## config.mk

```make
export PLATFORM = sky130hd
export DESIGN_NAME = pkt_stat_monitor_flat
export DESIGN_NICKNAME = d
export VERILOG_FILES = /design/src/rtl/pkt_stat_monitor_if.sv /design/src/rtl/pkt_stat_monitor.sv /design/src/flat_wrapper.sv
export SDC_FILE = /design/constraint.sdc
export NUM_CORES = 1
export LEC_CHECK = 0
export ABC_AREA = 1
export ABC_CLOCK_PERIOD_IN_PS = 8700
export CORE_MARGIN = 2
export CORE_UTILIZATION = 60
export DETAILED_ROUTE_END_ITERATION = 8
export GPL_TIMING_DRIVEN = 0
export PLACE_DENSITY = 0.79
export SLEW_MARGIN = 20
export SYNTH_ARGS = -nofsm -noshare
export SYNTH_HDL_FRONTEND = slang
export SYNTH_SLANG_ARGS = --single-unit
export TNS_END_PERCENT = 30
```

## constraint.sdc

```tcl
create_clock -name clk -period 8.7 [get_ports clk]
set_input_delay 0.87 -clock clk [delete_from_list [all_inputs] [get_ports clk]]
set_output_delay 0.87 -clock clk [all_outputs]
set_load 0.02 [all_outputs]
```

## src/rtl/pkt_stat_monitor_if.sv

```systemverilog
// Bundle of marker/beat inputs, control strobes and the register-style read port of pkt_stat_monitor.
// Widths follow the monitor; the read address widens when PKT_STAT_BEAT_CNT_EN is defined.
interface pkt_stat_monitor_if #(
    parameter int PORT_NUM  = 16,
    parameter int CNT_WIDTH = 16
);
    localparam int TOT_WIDTH  = CNT_WIDTH + $clog2(PORT_NUM);
`ifdef PKT_STAT_BEAT_CNT_EN
    localparam int ADDR_WIDTH = $clog2(2 * PORT_NUM + 1);
`else
    localparam int ADDR_WIDTH = $clog2(PORT_NUM + 1);
`endif

    logic [PORT_NUM-1:0]   mark_in;
    logic [PORT_NUM-1:0]   beat_in;
    logic                  clr_all;
    logic                  rd_en;
    logic [ADDR_WIDTH-1:0] rd_addr;
    logic                  rd_clr;
    logic                  rd_vld;
    logic [TOT_WIDTH-1:0]  rd_data;
    logic [PORT_NUM:0]     sat_flag;

    modport master (
        output mark_in, beat_in, clr_all, rd_en, rd_addr, rd_clr,
        input  rd_vld, rd_data, sat_flag
    );

    modport slave (
        input  mark_in, beat_in, clr_all, rd_en, rd_addr, rd_clr,
        output rd_vld, rd_data, sat_flag
    );
endinterface

```

## src/rtl/pkt_stat_monitor.sv

```systemverilog
// Per-port saturating packet-marker edge counters plus aggregate; optional PKT_STAT_BEAT_CNT_EN beat counters.
// Counter shows an edge one cycle after it is sampled; reads return data the cycle after rd_en, no backpressure.
module pkt_stat_monitor #(
    parameter int PORT_NUM  = 16,
    parameter int CNT_WIDTH = 16,
    parameter int EDGE_MODE = 0
) (
    input  logic              clk,
    input  logic              rst_n,
    pkt_stat_monitor_if.slave bus
);
    localparam int TOT_WIDTH  = CNT_WIDTH + $clog2(PORT_NUM);
`ifdef PKT_STAT_BEAT_CNT_EN
    localparam int ADDR_WIDTH = $clog2(2 * PORT_NUM + 1);
`else
    localparam int ADDR_WIDTH = $clog2(PORT_NUM + 1);
`endif

    logic [PORT_NUM-1:0]  s0, s1, pulse, port_clr;
    logic [CNT_WIDTH-1:0] cnt [PORT_NUM];
    logic [TOT_WIDTH-1:0] tot, tot_inc;
    logic [TOT_WIDTH:0]   tot_sum;
    logic                 tot_clr, rd_clr_en;
    logic [PORT_NUM:0]    sat;
    logic                 rd_vld_q;
    logic [TOT_WIDTH-1:0] rd_data_q, rd_mux;

    assign pulse     = (EDGE_MODE != 0) ? (~s0 & s1) : (s0 & ~s1);
    assign rd_clr_en = bus.rd_en & bus.rd_clr;
    assign tot_clr   = bus.clr_all | (rd_clr_en & (bus.rd_addr == ADDR_WIDTH'(PORT_NUM)));
    assign tot_sum   = {1'b0, tot} + {1'b0, tot_inc};

    always_comb begin
        tot_inc  = '0;
        port_clr = '0;
        for (int i = 0; i < PORT_NUM; i++) begin
            tot_inc     = tot_inc + TOT_WIDTH'(pulse[i]);
            port_clr[i] = bus.clr_all | (rd_clr_en & (bus.rd_addr == ADDR_WIDTH'(i)));
        end
    end

    // A cleared counter reloads this cycle's increment so a coincident edge is never dropped.
    always_ff @(posedge clk or negedge rst_n) begin
        if (!rst_n) begin
            s0        <= '0;
            s1        <= '0;
            tot       <= '0;
            sat       <= '0;
            rd_vld_q  <= 1'b0;
            rd_data_q <= '0;
            for (int i = 0; i < PORT_NUM; i++) cnt[i] <= '0;
        end else begin
            s0       <= bus.mark_in;
            s1       <= s0;
            rd_vld_q <= bus.rd_en;
            if (bus.rd_en) rd_data_q <= rd_mux;
            for (int i = 0; i < PORT_NUM; i++) begin
                if (port_clr[i]) begin
                    cnt[i] <= CNT_WIDTH'(pulse[i]);
                    sat[i] <= 1'b0;
                end else if (pulse[i]) begin
                    if (&cnt[i]) sat[i] <= 1'b1;
                    else         cnt[i] <= cnt[i] + CNT_WIDTH'(1);
                end
            end
            if (tot_clr) begin
                tot           <= tot_inc;
                sat[PORT_NUM] <= 1'b0;
            end else if (tot_sum[TOT_WIDTH]) begin
                tot           <= '1;
                sat[PORT_NUM] <= 1'b1;
            end else begin
                tot <= tot_sum[TOT_WIDTH-1:0];
            end
        end
    end

`ifdef PKT_STAT_BEAT_CNT_EN
    logic [PORT_NUM-1:0]  beat_q, beat_clr;
    logic [CNT_WIDTH-1:0] beat_cnt [PORT_NUM];

    always_comb begin
        beat_clr = '0;
        for (int i = 0; i < PORT_NUM; i++)
            beat_clr[i] = bus.clr_all | (rd_clr_en & (bus.rd_addr == ADDR_WIDTH'(PORT_NUM + 1 + i)));
    end

    always_ff @(posedge clk or negedge rst_n) begin
        if (!rst_n) begin
            beat_q <= '0;
            for (int i = 0; i < PORT_NUM; i++) beat_cnt[i] <= '0;
        end else begin
            beat_q <= bus.beat_in;
            for (int i = 0; i < PORT_NUM; i++) begin
                if (beat_clr[i])
                    beat_cnt[i] <= CNT_WIDTH'(beat_q[i]);
                else if (beat_q[i] && !(&beat_cnt[i]))
                    beat_cnt[i] <= beat_cnt[i] + CNT_WIDTH'(1);
            end
        end
    end
`else
    logic unused_beat;
    assign unused_beat = ^bus.beat_in;
`endif

    always_comb begin
        rd_mux = '0;
        for (int i = 0; i < PORT_NUM; i++)
            if (bus.rd_addr == ADDR_WIDTH'(i)) rd_mux = TOT_WIDTH'(cnt[i]);
        if (bus.rd_addr == ADDR_WIDTH'(PORT_NUM)) rd_mux = tot;
`ifdef PKT_STAT_BEAT_CNT_EN
        for (int i = 0; i < PORT_NUM; i++)
            if (bus.rd_addr == ADDR_WIDTH'(PORT_NUM + 1 + i)) rd_mux = TOT_WIDTH'(beat_cnt[i]);
`endif
    end

    assign bus.rd_vld   = rd_vld_q;
    assign bus.rd_data  = rd_data_q;
    assign bus.sat_flag = sat;
endmodule
```

## src/flat_wrapper.sv

```systemverilog
// flat-port wrapper written by rule: the top's interface ports become plain ports
module pkt_stat_monitor_flat 
#(
    parameter int PORT_NUM  = 16,
    parameter int CNT_WIDTH = 16,
    parameter int EDGE_MODE = 0
)
  (clk, rst_n, bus_mark_in, bus_beat_in, bus_clr_all, bus_rd_en, bus_rd_addr, bus_rd_clr, bus_rd_vld, bus_rd_data, bus_sat_flag);
  pkt_stat_monitor_if #(.PORT_NUM(PORT_NUM), .CNT_WIDTH(CNT_WIDTH)) bus_i ();
  input  logic clk;
  input  logic rst_n;
  input wire logic [$bits(bus_i.mark_in)-1:0] bus_mark_in;
  input wire logic [$bits(bus_i.beat_in)-1:0] bus_beat_in;
  input wire logic [$bits(bus_i.clr_all)-1:0] bus_clr_all;
  input wire logic [$bits(bus_i.rd_en)-1:0] bus_rd_en;
  input wire logic [$bits(bus_i.rd_addr)-1:0] bus_rd_addr;
  input wire logic [$bits(bus_i.rd_clr)-1:0] bus_rd_clr;
  output wire logic [$bits(bus_i.rd_vld)-1:0] bus_rd_vld;
  output wire logic [$bits(bus_i.rd_data)-1:0] bus_rd_data;
  output wire logic [$bits(bus_i.sat_flag)-1:0] bus_sat_flag;
  assign bus_i.mark_in = bus_mark_in;
  assign bus_i.beat_in = bus_beat_in;
  assign bus_i.clr_all = bus_clr_all;
  assign bus_i.rd_en = bus_rd_en;
  assign bus_i.rd_addr = bus_rd_addr;
  assign bus_i.rd_clr = bus_rd_clr;
  assign bus_rd_vld = bus_i.rd_vld;
  assign bus_rd_data = bus_i.rd_data;
  assign bus_sat_flag = bus_i.sat_flag;
  pkt_stat_monitor #(.PORT_NUM(PORT_NUM), .CNT_WIDTH(CNT_WIDTH), .EDGE_MODE(EDGE_MODE)) u_core (.clk(clk), .rst_n(rst_n), .bus(bus_i));
endmodule
```

==> out/results.txt <==
Core Area: 32,400 µm²
# rows: 66
outcome: completed
largest net degree at the start of global routing: 98
Syn Nets: 2,743
Fin. Hold Viols: 0
Final WS setup: 1380 ps
total CTS buffers: 39
commonest non-fill, non-tap cells in the layout: nand2_1 (642), inv_1 (371), dfrtp_1 (346), nor2_1 (341), a21oi_1 (160)
post-route ant nets: 0
Syn Area/Cell: 7.37 µm²
Placed Instances: 3,172
GR Overflow Total: 0
fin cells: 3,239
layout overhead on the synthesized area: 13.3%
Antenna diodes: 0
Via density: 5.78
Clock Path Buffers: 3
1st-iter DRT viols: 1,902
worst-case vdd ir drop: 0.151 mV
Yosys cell types: 51
Multi-input gate area: 9290 µm²
Mapped Area: 19,600 µm²
Ports: 80
NumNets Final: 2,851
Pwr Density: 175 nW/µm²
number of setup buffers added after CTS: 0
crit path capture type: flip-flop
worst slew pin tran: 824 ps
worst path required time: 9120 ps
first-pass GRT wire length: 89.0 mm
endpoints failing setup: 0
H-tree depth: 2
wire per inst: 16.9 µm
gr usage total: 32.6%
Max Slew Vio Count: 0
clock-pin transition on the worst setup and hold timing paths: 60 ps
post-CTS sizing: 0
fin area: 22,300 µm²
Worst Path Arrival: 7740 ps
clock sink count: 346
fmax: 137 MHz
ys async rst share: 100%
clk_lat worst skew: 530 ps
share of cells above drive strength 1: 5.51%
Tcrit/Tclk final: 84.1%
HPWL Detailed: 40.9 mm
Slew headroom: 45.1%
Crit Path Max Fanout: 9
CTS root buf: clkbuf_16
top_reg_cell synth: dfrtp_1
clk_skew: 16.1 ps
via count: 18,737
Tightest Hold Check Type: primary input to async pin
Max Cap Viol: 0
die area: 34,200 µm²
placer congestion estimate: 0.953
Post-CTS Hold Buffers: 0
# DRC: 0
die width: 185 µm
Pleak: 0.00981 µW
drt first pass iters: 8
Yosys Warn Count: 0
number of synthesized flops with an enable pin: 0
Seq/Total Area, Yosys: 44.1%
antenna violations before repair: 0
min Tclk post-route: 7320 ps
vias in the first global route: 17,897
Starting Density: 60.7%
Placed Instance Area: 20,900 µm²
die height: 185 µm
DP Worst Slack: 1470 ps
critical setup path kind: flip-flop to flip-flop
overall routed net length: 54.7 mm
CTS tree: built
Fillers: 2,821
startpoint types: flip-flop
PortBufs: 63
Sequential Area: 8660 µm²
Mapped Cells: 2,663
Yosys reg bits: 346
unrepaired setup endpoints after global routing: no
commonest non-fill, non-tap cell in the layout: nand2_1
## per-layer routing
metal | up-vias | wire length [µm] | global-route usage [%]
li1 | 8948 | - | -
met1 | 8895 | 23300 | 45.0
met2 | 764 | 25300 | 52.7
met3 | 130 | 4240 | 4.74
met4 | 0 | 1860 | 11.6
met5 | - | 0 | 0
## through the flow
step | TNS (ps) | hold WS (ps) | util (%) | total power (µW)
after floorplan | 0 | 354 | - | 2040
after global placement | -2867410 | 359 | 64.3 | 2180
after detailed placement | 0 | 361 | 64.7 | 2220
after CTS | 0 | 238 | 68.7 | 3920
after global routing | 0 | 261 | 68.7 | 4060
final | 0 | 234 | 68.7 | 3900
## synthesized netlist by cell type, drive strengths merged, types with 14 or more instances
cell type / count / area [µm²]
nand2: 648 / 2450
inv: 393 / 1480
nor2: 361 / 1450
dfrtp: 346 / 8660
o21ai: 175 / 951
a21oi: 161 / 817
nand3: 139 / 716
nor3: 101 / 567
nand4: 84 / 526
clkbuf: 44 / 165
a211oi: 30 / 225
ha: 27 / 338
a31oi: 17 / 106
xor2: 17 / 149
nor4: 14 / 103
## report_power, final
part	internal (µW)	switching (µW)	total (µW)
Clock	1040	661	1700
Sequential	1660	42.1	1700
Combinational	179	322	502
## registers in the layout (all words and copies together), names as in the netlist
name                 count
u_core.bus.rd_vld        1
u_core.tot              20
u_core.bus.sat_flag     17
u_core.bus.rd_data      20
u_core.cnt             256
u_core.s1               16
u_core.s0               16
## final timing paths
check	from	end	slack [ps]	cells after the start
setup / recovery	u_core.s0[1]$_DFF_PN0_	u_core.tot[1]$_DFF_PN0_	1380	22
hold / removal	rst_n	u_core.cnt[231]$_DFFE_PN0P_	230	1
setup reg to reg	u_core.s0[1]$_DFF_PN0_	u_core.tot[1]$_DFF_PN0_	1380	22
hold reg to reg	u_core.s0[4]$_DFF_PN0_	u_core.s1[4]$_DFF_PN0_	370	0
max in group asynchronous	rst_n	u_core.cnt[48]$_DFFE_PN0P_	6920	4
min in group clk	u_core.s0[4]$_DFF_PN0_	u_core.s1[4]$_DFF_PN0_	370	0
## cells by family after synthesis
group	share of synthesized area, %
AND/OR/NAND/NOR	30.1
buffers and inverters	8.58
AO/OA/AOI/OAI	13.2
flip-flops	44.1
adder cells (fa/ha/maj)	2.84
XOR/XNOR	1.20
## critical path, stage by stage, from the launching register on
cell and delay (ps):
dfrtp_1 350, inv_1 40, nor2_1 370, ha_1 320, inv_1 80, fa_1 440
fa_1 540, fa_1 560, inv_1 60, fa_1 520, fa_1 470, inv_1 90
fa_1 510, fa_1 480, o21ai_0 310, nand2_1 100, a21oi_1 250, nand3_1 210
nor2_1 360, nand3_1 430, inv_1 360, nor2_1 180, a22oi_1 190
## cell type report
class                   count  share of cell area (%)
clock buffers              60                    5.43
well taps                 442                    2.49
multi-input cells        1871                    41.8
repair buffers             67                    3.35
clock inverters             7                   0.495
flip-flops and latches    346                    38.9
inverters                 395                    6.66
plain buffers              51                   0.911
Note: power is estimated with default switching activity, not from simulation.
